$ cat config.mk
export PLATFORM = sky130hd
export DESIGN_NAME = wishbone_bus_if
export DESIGN_NICKNAME = d
export VERILOG_FILES = /design/src/rtl/wishbone_bus_if_pkg.sv /design/src/rtl/wishbone_bus_if.sv
export SDC_FILE = /design/constraint.sdc
export NUM_CORES = 1
export LEC_CHECK = 0
export BUFFER_PORTS_ARGS = -buffer_cell sky130_fd_sc_hd__buf_2
export CAP_MARGIN = 20
export CORE_ASPECT_RATIO = 1.5
export CORE_MARGIN = 1.5
export CORE_UTILIZATION = 45
export CTS_BUF_LIST = sky130_fd_sc_hd__clkbuf_4 sky130_fd_sc_hd__clkbuf_8 sky130_fd_sc_hd__clkbuf_16
export CTS_CLUSTER_DIAMETER = 100
export DETAILED_ROUTE_END_ITERATION = 12
export GPL_TIMING_DRIVEN = 0
export PLACE_DENSITY = 0.9
export SYNTH_ARGS = -nofsm -noshare
export SYNTH_HDL_FRONTEND = slang
export SYNTH_SLANG_ARGS = --single-unit
$ cat constraint.sdc
create_clock -name clk -period 1.82 [get_ports clk]
set_input_delay 0.182 -clock clk [delete_from_list [all_inputs] [get_ports clk]]
set_output_delay 0.182 -clock clk [all_outputs]
set_load 0.01 [all_outputs]
$ cat src/rtl/wishbone_bus_if_pkg.sv
// Shared definitions for the Wishbone classic-cycle CPU port bridge:
// FSM state encodings and the all-zero stall vector.
package wishbone_bus_if_pkg;

  typedef enum logic [1:0] {
    WB_IDLE           = 2'b00,
    WB_BUSY           = 2'b01,
    WB_WAIT_FOR_STALL = 2'b11
  } wb_state_e;

  localparam logic [5:0] StallZero = 6'b000000;

endpackage

$ cat src/rtl/wishbone_bus_if.sv
// Wishbone B4 classic-cycle master for one CPU memory port, with flush abort,
// error termination and read buffering across stalls. Optional bus timeout: WB_TIMEOUT_EN.
module wishbone_bus_if
  import wishbone_bus_if_pkg::*;
#(
  parameter int ADDR_W      = 32,
  parameter int DATA_W      = 32,
  parameter int SEL_W       = DATA_W / 8,
  parameter int STALL_W     = 6,
  parameter int TIMEOUT_CYC = 255
) (
  input  logic               clk,
  input  logic               rst,
  input  logic [STALL_W-1:0] stall_i,
  input  logic               flush_i,
  input  logic               cpu_ce_i,
  input  logic               cpu_we_i,
  input  logic [ADDR_W-1:0]  cpu_addr_i,
  input  logic [DATA_W-1:0]  cpu_data_i,
  input  logic [SEL_W-1:0]   cpu_sel_i,
  output logic [DATA_W-1:0]  cpu_data_o,
  output logic               stallreq_o,
  output logic               bus_err_o,
  input  logic [DATA_W-1:0]  wishbone_data_i,
  input  logic               wishbone_ack_i,
  input  logic               wishbone_err_i,
  output logic [ADDR_W-1:0]  wishbone_addr_o,
  output logic [DATA_W-1:0]  wishbone_data_o,
  output logic               wishbone_we_o,
  output logic [SEL_W-1:0]   wishbone_sel_o,
  output logic               wishbone_stb_o,
  output logic               wishbone_cyc_o
);

  localparam logic [STALL_W-1:0] StallIdle = STALL_W'(StallZero);

  wb_state_e         state;
  logic [DATA_W-1:0] rd_buf;
  logic              start;
  logic              tmo_hit;
  logic              err_eff;
  logic              term;
  logic              stalled;

  assign start   = cpu_ce_i & ~flush_i;
  assign stalled = (stall_i != StallIdle);

`ifdef WB_TIMEOUT_EN
  localparam int CNT_W = $clog2(TIMEOUT_CYC + 1);
  logic [CNT_W-1:0] tmo_cnt;

  // The last waiting cycle before the budget runs out terminates like an error.
  assign tmo_hit = (state == WB_BUSY) && (tmo_cnt == CNT_W'(TIMEOUT_CYC - 1));

  always_ff @(posedge clk or negedge rst) begin
    if (!rst) begin
      tmo_cnt <= '0;
    end else if (state == WB_IDLE && start) begin
      tmo_cnt <= '0;
    end else if (state == WB_BUSY && !flush_i && !term) begin
      tmo_cnt <= tmo_cnt + 1'b1;
    end
  end
`else
  // Without the timeout a BUSY cycle only ends on ack, err or flush.
  assign tmo_hit = (TIMEOUT_CYC < 0);
`endif

  assign err_eff = wishbone_err_i | tmo_hit;
  assign term    = wishbone_ack_i | err_eff;

  always_comb begin
    stallreq_o = 1'b0;
    cpu_data_o = '0;
    case (state)
      WB_IDLE: stallreq_o = start;
      WB_BUSY: begin
        if (!flush_i) begin
          if (term) begin
            if (!err_eff && !wishbone_we_o) cpu_data_o = wishbone_data_i;
          end else begin
            stallreq_o = 1'b1;
          end
        end
      end
      WB_WAIT_FOR_STALL: cpu_data_o = rd_buf;
      default: ;
    endcase
  end

  always_ff @(posedge clk or negedge rst) begin
    if (!rst) begin
      state           <= WB_IDLE;
      rd_buf          <= '0;
      bus_err_o       <= 1'b0;
      wishbone_addr_o <= '0;
      wishbone_data_o <= '0;
      wishbone_we_o   <= 1'b0;
      wishbone_sel_o  <= '0;
      wishbone_stb_o  <= 1'b0;
      wishbone_cyc_o  <= 1'b0;
    end else begin
      bus_err_o <= 1'b0;
      case (state)
        WB_IDLE: begin
          if (start) begin
            wishbone_addr_o <= cpu_addr_i;
            wishbone_data_o <= cpu_data_i;
            wishbone_we_o   <= cpu_we_i;
            wishbone_sel_o  <= cpu_sel_i;
            wishbone_stb_o  <= 1'b1;
            wishbone_cyc_o  <= 1'b1;
            state           <= WB_BUSY;
          end
        end
        WB_BUSY: begin
          if (flush_i || term) begin
            wishbone_addr_o <= '0;
            wishbone_data_o <= '0;
            wishbone_we_o   <= 1'b0;
            wishbone_sel_o  <= '0;
            wishbone_stb_o  <= 1'b0;
            wishbone_cyc_o  <= 1'b0;
          end
          if (flush_i) begin
            rd_buf <= '0;
            state  <= WB_IDLE;
          end else if (term) begin
            if (err_eff) begin
              rd_buf    <= '0;
              bus_err_o <= 1'b1;
            end else if (!wishbone_we_o) begin
              rd_buf <= wishbone_data_i;
            end
            state <= stalled ? WB_WAIT_FOR_STALL : WB_IDLE;
          end
        end
        WB_WAIT_FOR_STALL: begin
          if (!stalled) state <= WB_IDLE;
        end
        default: state <= WB_IDLE;
      endcase
    end
  end

endmodule

# Yosys cells after proc, flatten, opt, wreduce, memory -nomap -nowiden
# Cells that the tools add are included.
[totals] ff_bits=105 in_bits=113 out_inout_bits=105 word_cells=63
[classes] n_eq_ne=7 n_mux=34 bitwise=3 reduce_logical=11
[op_table] cell="32-bit two-way mux" n=10
[op_table] cell="32-bit case mux with 2 select lines" n=3
[op_table] cell="2-bit two-way mux" n=5
[op_table] cell="1-bit two-way mux" n=9
[op_table] cell="3-bit AND reduction" n=3
[op_table] cell="4-bit two-way mux" n=2
[op_table] cell="4-bit case mux with 2 select lines" n=1
[op_table] cell="2-bit inequality test (second input constant)" n=3
[op_table] cell="3-bit inequality test (second input constant)" n=2
[op_table] cell="1-bit case mux with 2 select lines" n=3
[op_table] cell="2-bit case mux with 3 select lines" n=1
[op_table] cell="6-bit nonzero test" n=1
[op_table] cell="2-bit nonzero test" n=2
[op_table] cell="2-bit by 1-bit == test with 1-bit output (second input constant)" n=1
[op_table] cell="2-bit == test (second input constant)" n=1
[op_table] cell="1-bit logical NOT" n=2
[op_table] cell="2-bit logical NOT" n=1
[op_table] cell="1-bit bitwise AND" n=1
[op_table] cell="1-bit logical AND" n=1
[op_table] cell="1-bit logical OR" n=1
[op_table] cell="1-bit NOT" n=1
[op_table] cell="1-bit OR" n=1

# Longest topological paths before layout
# Gate-level depths: netlist of run 1.
[depth] depth_word=6 mapped_depth=6 ltp_nobuf=3

# Least setup slack after synthesis of run 1
# OpenSTA, ideal clock, no wires.
[synth_path] kind="register -> output" from="register state[1]" to="output cpu_data_o[0]" n_path_buf=1 setup_slack_ps=241 t_arrival_ps=1397 required_ps=1638 path_stages_with_launch=5 path_cell_list="dfrtp_1 -> nand2b_1 -> nor4_4 -> buf_2 -> a22o_1"
[synth_between] elab_chain_len=2 elab_cells_between_ends=3 cone_classes="2 x eq/ne; 1 x mux"
[synth_lines] element="start: declaration" line="wishbone_bus_if.sv:37" source="wb_state_e state;"
[synth_lines] element="start signal: assignment" line="wishbone_bus_if.sv:135" source="state <= stalled ? WB_WAIT_FOR_STALL : WB_IDLE;"
[synth_lines] element="2-bit == test / 2-bit by 1-bit == test with 1-bit output (equally long branches)" line="wishbone_bus_if.sv:75" source="case (state)"
[synth_lines] element="32-bit case mux with 2 select lines *" line="wishbone_bus_if.sv:75"
[synth_lines] element="end: declaration" line="wishbone_bus_if.sv:21" source="output logic [DATA_W-1:0] cpu_data_o,"
# Every way passes the cells marked *; elsewhere a longest branch is shown, timed or not.

# Final worst setup path of run 1
[layout_path] from="register state[1]" to="output cpu_data_o[8]"
# Same word-level chain as after synthesis.

==> results of run 1 <==
## flip-flops by register name, indices dropped and copies added (netlist names)
register	cells
wishbone_sel_o	4
wishbone_we_o	1
wishbone_addr_o	32
rd_buf	32
wishbone_data_o	32
wishbone_cyc_o	1
state	2
bus_err_o	1
## how the worst min path moves through the flow
stage | from | end | slack (ns)
6_report | cpu_addr_i[21] | wishbone_addr_o[21] | 0.06
5_1_grt | cpu_data_i[12] | wishbone_data_o[12] | 0.05
4_1_cts | cpu_addr_i[21] | wishbone_addr_o[21] | 0.04
3_5_place_dp | rst | rd_buf[13] | 0.27
3_3_place_gp | cpu_addr_i[12] | wishbone_addr_o[12] | 0.41
2_1_floorplan | rst | bus_err_o | -0.11
## through the flow
step | setup TNS [ns] | cell area (um^2)
2_1_floorplan | 0 | 4160
3_3_place_gp | -44.79 | 5380
3_5_place_dp | -4.04 | 5410
4_1_cts | -3.22 | 5840
5_1_grt | -5.37 | 5880
6_report | -2.84 | 5880
## metal layers
layer	wire, um	global-route usage	share of wire	vias up
li1	-	-	-	1647
met1	4430	0.282	0.39	1770
met2	6100	0.423	0.54	154
met3	559	0.0521	0.050	15
met4	178	0.0636	0.016	0
met5	0	0	0	-
## cell type report
| type | instances | area, um^2 |
|---|---|---|
| clock buffers | 10 | 239 |
| multi-input cells | 159 | 1370 |
| inverters | 3 | 11.3 |
| flip-flops and latches | 105 | 2630 |
| repair buffers | 229 | 1210 |
| fillers | 675 | 3060 |
| plain buffers | 29 | 223 |
| well taps | 110 | 138 |
| clock inverters | 6 | 57.6 |
## kinds of logic after synthesis
family                 after synthesis  synth area share
buffers and inverters               33            0.0436
muxes                                2           0.00481
and+or+nand+nor                     17            0.0303
DFF                                105             0.631
AOI/OAI and AO/OA                  140             0.290
## placed cells by master (no fill, tap or decap), drive strengths merged
cell	n
o2bb2ai	1
nand2	2
clkinv	2
or4	1
o21ai	3
o211ai	1
or4b	1
a21oi	2
nor2	1
or2	1
clkbuf	20
mux2i	2
nor4	1
and2	1
nor3	2
nand2b	4
nor3b	1
a22o	131
dfrtp	105
o31ai	1
dlygate4sd3	1
buf	247
nor2b	2
a21o	1
inv	7
## power breakdown
group          leakage (nW)  internal [mW]  switching (mW)
clock network         0.147           1.00           0.902
registers              1.41           3.06           0.439
logic                  1.73           1.36            1.44
total                  3.29           5.41            2.78
## timing repair
action | in CTS | in global routing
endpoints found under the setup margin | 33 | 49
gates resized for setup | 22 | 11
cloned | 1 | 0
pin swaps | 8 | 2
hold buffers | 1 | 0
buffers inserted | 7 | 3
endpoints found under the hold margin | 54 | 0
==> results.rst, run 1 <==
.. list-table::
   :header-rows: 1

   * - Metric
     - Value
   * - Most area-hungry cell type in the Yosys netlist
     - sky130_fd_sc_hd__dfrtp_1
   * - Final setup violation count
     - 32
   * - CTS sink count
     - 105
   * - Setup CP Type
     - register to output port
   * - Number of remaining DRC errors
     - 0
   * - Initial antenna violation count
     - 0
   * - Number of storage elements in the synthesis netlist
     - 105
   * - Vias after detailed routing
     - 3586
   * - Sequence of cells on the critical path
     - nand2b_4, nor4_4, buf_6, buf_6, a22o_1, buf_2
   * - Worst path required time
     - 1.64 ns
   * - Yosys synthesis warning count
     - 0
   * - Most numerous cell in the Yosys netlist
     - sky130_fd_sc_hd__a22o_1
   * - Detailed-router iteration count before antenna repair
     - 4
   * - Ranking of synthesized cells by area
     - sky130_fd_sc_hd__dfrtp_1 63%, sky130_fd_sc_hd__a22o_1 28%, sky130_fd_sc_hd__buf_4 1.3%, sky130_fd_sc_hd__buf_2 1.2%, sky130_fd_sc_hd__clkbuf_1 0.99%
   * - Crit-path max FO
     - 10
   * - Endpoint of the worst register-to-register path
     - wishbone_data_o[29]
   * - Antenna Diode Count
     - 0
   * - Share of synthesized area occupied by flip-flops and latches
     - 0.631
   * - Post-Place Worst Slack
     - -0.148 ns
   * - Number of logic stages on the critical path including buffering
     - 6
   * - Final count of pins violating max slew
     - 0
   * - Number of flops mapped to enable cells by yosys
     - 0
   * - Buf/Inv on CP
     - 3
   * - Nets@finish
     - 649
   * - Number of ports placed on the die boundary
     - 218
   * - Number of global-route vias before repair
     - 3608
   * - Number of rows created at floorplan
     - 42
   * - Pin count of the biggest net entering global routing
     - 56
   * - Slew Limit Headroom
     - 0.531
   * - Violations in the final reports
     - negative setup slack
   * - Antenna violation net count after detailed routing
     - 0
   * - Number of buffers between clock root and the deepest sink
     - 2
   * - Critical path's most frequent cell
     - sky130_fd_sc_hd__buf_6
   * - VDD IR-drop max
     - 884 uV
   * - Number of cells on the worst hold path
     - 2
   * - List of most frequent post-synthesis cells
     - 131 x sky130_fd_sc_hd__a22o_1, 105 x sky130_fd_sc_hd__dfrtp_1, 11 x sky130_fd_sc_hd__clkbuf_1
   * - Post-DR vias/cell
     - 5.51
   * - Minimum clock period
     - 1.95 ns
   * - Placeable Area
     - 8930 um^2
   * - Leakage Power
     - 3.29 nW
   * - Maximum level of the CTS H-tree
     - 3
   * - Cells after synthesis
     - 297
   * - Finished Core Util
     - 0.658
   * - Worst R2R Start
     - state[1]
   * - Portion of the clock cycle consumed by the worst path in the final layout
     - 1.07
   * - Type of the tightest min-delay check
     - input pin to register
   * - Slew @ Worst Pin
     - 0.703 ns
   * - Total Routed Length
     - 11300 um
   * - Prevailing post-synth register cell
     - sky130_fd_sc_hd__dfrtp_1
   * - Largest stage delay, worst path
     - 0.41 ns
   * - HPWL after detailed placement
     - 8360 um
   * - Power Total
     - 8.19 mW
   * - Final count of hold timing violations
     - 0
   * - Slack of the critical path
     - -0.129 ns
   * - Iter 0 DRT Violations
     - 151
   * - Initial Util
     - 0.466
   * - Total clock buffers created by CTS
     - 9
   * - FMAX
     - 513 MHz
   * - FF-to-FF path depth
     - 5
   * - Data arrival at the endpoint of the critical path
     - 1.77 ns
   * - First element of the critical path
     - state[1]
   * - Netlist area before placement
     - 4160 um^2
   * - Wire length of the first global-routing pass
     - 17800 um
   * - Count of distinct cell types in the synthesized netlist
     - 27
   * - Combined global-route utilization of all metal layers
     - 0.237
   * - Post-synthesis net count
     - 410
   * - Cell area power density
     - 1390 nW/um^2
   * - Final routed wire length divided by cell count
     - 17.3 um
   * - Number of violations of the max-capacitance limit
     - 0
   * - RSZ-0062 raised after global routing
     - true
   * - Die X
     - 81.5 um
   * - Cell Count Post-Placement
     - 624
   * - Avg Inst Size Synth
     - 14.0 um^2
   * - Proportion of register bits with asynchronous set or reset after synthesis
     - 1.00
   * - Clock slew at the register clock pins of the worst setup and hold paths
     - 0.08 ns
   * - Skew final
     - 0.0101 ns
   * - Total of buffers placed on input and output ports
     - 216
   * - Portion of synthesized cell area occupied by the leading cell type
     - 0.631
   * - Family with the most delay on the worst path
     - buffers and inverters
   * - R2R setup slack
     - 0.10 ns
   * - Fraction of final layout cells sized beyond drive strength 1
     - 0.512
   * - Final global-route overflow total
     - 0
   * - CP Capture Type
     - output port
   * - Number of standard cells in the layout, taps in and fillers out
     - 651
   * - Routability congestion estimate
     - 0.848
   * - Critical Path End
     - cpu_data_o[8]
   * - Slowest stage cell, crit path
     - sky130_fd_sc_hd__dfrtp_2
   * - CP Launch Type
     - register
   * - Root Buffer Master
     - sky130_fd_sc_hd__clkbuf_16
   * - WHS
     - 0.0572 ns
   * - Layout overhead on the synthesized area
     - 41.1%
   * - Area of the die
     - 9850 um^2
   * - Clock insertion delay at the later pin of the skew report
     - 0.35 ns
   * - TritonCTS clock tree
     - built
   * - Run status
     - finished with violations
   * - Die H
     - 121 um
Power figures use the tool's default switching activity.
==> inputs of run 2 (changes only) <==
Settings changed: BUFFER_PORTS_ARGS -buffer_cell sky130_fd_sc_hd__buf_2 to -buffer_cell sky130_fd_sc_hd__buf_4.
==> results.rst, run 2 (synthesis gave the netlist of run 1 again) <==
.. list-table::
   :header-rows: 1

   * - Metric
     - Value
   * - Run status
     - finished with violations
   * - Violations in the final reports
     - negative setup slack
   * - Slowest stage cell, crit path
     - sky130_fd_sc_hd__dfrtp_2
   * - Antenna violation net count after detailed routing
     - 0 (unchanged)
   * - Cell area power density
     - 1340 nW/um^2 (-4.2%)
   * - Number of violations of the max-capacitance limit
     - 0 (unchanged)
   * - Nets@finish
     - 650 (+0.15%)
   * - Layout overhead on the synthesized area
     - 56.6%
   * - CTS sink count
     - 105 (unchanged)
   * - Net switching power
     - 2.77 mW (-0.38%)
   * - Combined global-route utilization of all metal layers
     - 0.250 (+0.0122)
   * - Pin count of the biggest net entering global routing
     - 59 (+5.4%)
   * - Slew @ Worst Pin
     - 0.735 ns (+0.0320 ns)
   * - Vias after detailed routing
     - 3662 (+2.1%)
   * - TritonCTS clock tree
     - built
   * - Initial antenna violation count
     - 0 (unchanged)
   * - DR WL met2
     - 6940 um (+14%)
   * - Sequence of cells on the critical path
     - nand2b_4, nor4_4, buf_6, clkbuf_16, a22o_1, buf_6
   * - Number of ports placed on the die boundary
     - 218 (unchanged)
   * - Final count of hold timing violations
     - 0 (unchanged)
   * - Commonest non-fill, non-tap cell in the layout
     - sky130_fd_sc_hd__buf_4
   * - Final count of pins violating max slew
     - 0 (unchanged)
   * - Setup CP Type
     - register to output port
   * - Clock slew at the register clock pins of the worst setup and hold paths
     - 0.07 ns (about the same)
   * - Slack of the critical path
     - -0.160 ns (-0.0310 ns)
   * - Portion of the clock cycle consumed by the worst path in the final layout
     - 1.09 (+0.0171)
   * - Placeable Area
     - 8930 um^2 (unchanged)
   * - Clock insertion delay at the later pin of the skew report
     - 0.33 ns (-0.02 ns)
   * - Final routed wire length divided by cell count
     - 19.0 um (+9.6%)
   * - Final setup violation count
     - 32 (unchanged)
   * - Total clock buffers created by CTS
     - 9 (unchanged)
   * - Type of the tightest min-delay check
     - input pin to register
   * - Die X
     - 81.5 um (unchanged)
   * - Iter 0 DRT Violations
     - 166 (+9.9%)
   * - Largest regs
     - rd_buf x32, wishbone_addr_o x32, wishbone_data_o x32
   * - Initial Util
     - 0.466 (unchanged)
   * - CP Capture Type
     - output port
   * - RSZ-0062 raised after global routing
     - true
   * - Root Buffer Master
     - sky130_fd_sc_hd__clkbuf_16
   * - Die H
     - 121 um (unchanged)
   * - Skew final
     - 0.0110 ns (+0.000915 ns)
   * - Max Used Layer
     - met4
   * - CP Launch Type
     - register
   * - WL met3
     - 623 um (+11%)
   * - Most used cells in the layout excluding fill and tap cells
     - 214 x sky130_fd_sc_hd__buf_4, 131 x sky130_fd_sc_hd__a22o_1, 104 x sky130_fd_sc_hd__dfrtp_1
   * - Wl on met1
     - 4630 um (+4.5%)
   * - Area of the die
     - 9850 um^2 (unchanged)
   * - Worst path required time
     - 1.64 ns (about the same)
   * - Largest stage delay, worst path
     - 0.41 ns (about the same)
   * - Switching part of the total
     - 0.318 (-0.0214)
   * - Total Routed Length
     - 12400 um (+9.8%)
   * - Maximum level of the CTS H-tree
     - 3 (unchanged)
   * - Proportion of power drawn by the clock network
     - 0.224 (-0.008)
   * - Cell Count Post-Placement
     - 624 (unchanged)
   * - Number of remaining DRC errors
     - 0 (unchanged)
   * - Data arrival at the endpoint of the critical path
     - 1.80 ns (+0.03 ns)
   * - Power Total
     - 8.71 mW (+6.3%)
   * - Minimum clock period
     - 1.98 ns (+0.0310 ns)
   * - Post-DR vias/cell
     - 5.62 (+2.0%)
   * - HPWL after detailed placement
     - 8740 um (+4.6%)
   * - Critical path's most frequent cell
     - sky130_fd_sc_hd__buf_6
   * - Number of rows created at floorplan
     - 42 (unchanged)
   * - Total of buffers placed on input and output ports
     - 216 (unchanged)
   * - Relative contribution of sequential cells to total power
     - 0.405 (-0.022)
   * - Fraction of final layout cells sized beyond drive strength 1
     - 0.507 (-0.00463)
   * - Detailed-router iteration count before antenna repair
     - 4 (unchanged)
   * - Slew Limit Headroom
     - 0.510 (-0.0213)
   * - FMAX
     - 505 MHz (-1.6%)
   * - Crit-path max FO
     - 5 (-5)
   * - Antenna Diode Count
     - 0 (unchanged)
   * - Final global-route overflow total
     - 0 (unchanged)
   * - VDD IR-drop max
     - 727 uV (-18%)
   * - Routability congestion estimate
     - 0.822 (-3.0%)
   * - Number of global-route vias before repair
     - 3806 (+5.5%)
   * - Number of standard cells in the layout, taps in and fillers out
     - 652 (+0.15%)
   * - Internal portion of total power
     - 5.94 mW (+9.8%)
   * - Leakage Power
     - 3.41 nW (+3.8%)
   * - Share of power burned in combinational logic
     - 0.371 (+0.030)
   * - Wire length of the first global-routing pass
     - 18600 um (+4.7%)
   * - Setup TNS
     - -3.68 ns (-0.840 ns)
   * - Number of buffers between clock root and the deepest sink
     - 2 (unchanged)
## run 2: critical path: cells and delay by family, from the launching register on
kind	cells	cell delay (ns)
simple gates	2	0.43
flops	1	0.41
buf+inv	3	0.46
compound gates	1	0.16
## run 2: routing by layer
layer	vias to the layer above	GRT usage
met5	-	0
met4	0	0.0776
met3	14	0.0558
met2	161	0.436
met1	1839	0.299
li1	1648	-
## run 2: worst paths after layout
kind,endpoint,start,slack [ns],cells after the start
worst max-delay path,cpu_data_o[23],state[1],-0.16,6
worst min-delay path,wishbone_addr_o[26],cpu_addr_i[26],0.07,2
worst max register to register,wishbone_sel_o[2],state[1],0.10,6
worst min register to register,wishbone_data_o[24],wishbone_data_o[24],0.50,1
max in group asynchronous,state[1],rst,0.67,3
min in group asynchronous,wishbone_sel_o[1],rst,0.45,2
## run 2: power groups by stage
stage          logic (mW)  clock network (mW)  registers (mW)
3_5_place_dp         3.07                   0            3.52
4_1_cts              3.19                1.98            3.51
6_report             3.23                1.96            3.52
3_3_place_gp         2.95                   0            3.50
5_1_grt              3.47                2.08            3.59
2_1_floorplan        1.29                   0            3.71
## run 2: area by class of cell
type	count	area, um^2
repair buffers	230	1850
clock inverters	4	51.3
fillers	590	2410
flip-flops and latches	105	2630
multi-input cells	159	1380
clock buffers	12	254
well taps	110	138
plain buffers	29	215
inverters	3	11.3
## run 2: per-stage QoR
step / setup slack, ns / util / cell area [um^2] / hold slack, ns
floorplan: 0.241 / - / 4160 / -0.114
global placement: -0.0784 / 0.663 / 5920 / 0.404
detailed placement: -0.157 / 0.666 / 5950 / 0.294
CTS: -0.126 / 0.719 / 6420 / 0.0539
global route: -0.219 / 0.730 / 6520 / 0.0570
finish: -0.160 / 0.730 / 6520 / 0.0677
## run 2: timing repair
action,CTS,global route
setup endpoints to repair,32,42
pin swaps,17,19
resized for setup,32,16
gates cloned,2,2
setup buffers,7,1
hold buffers,1,0
endpoints found under the hold margin,57,0
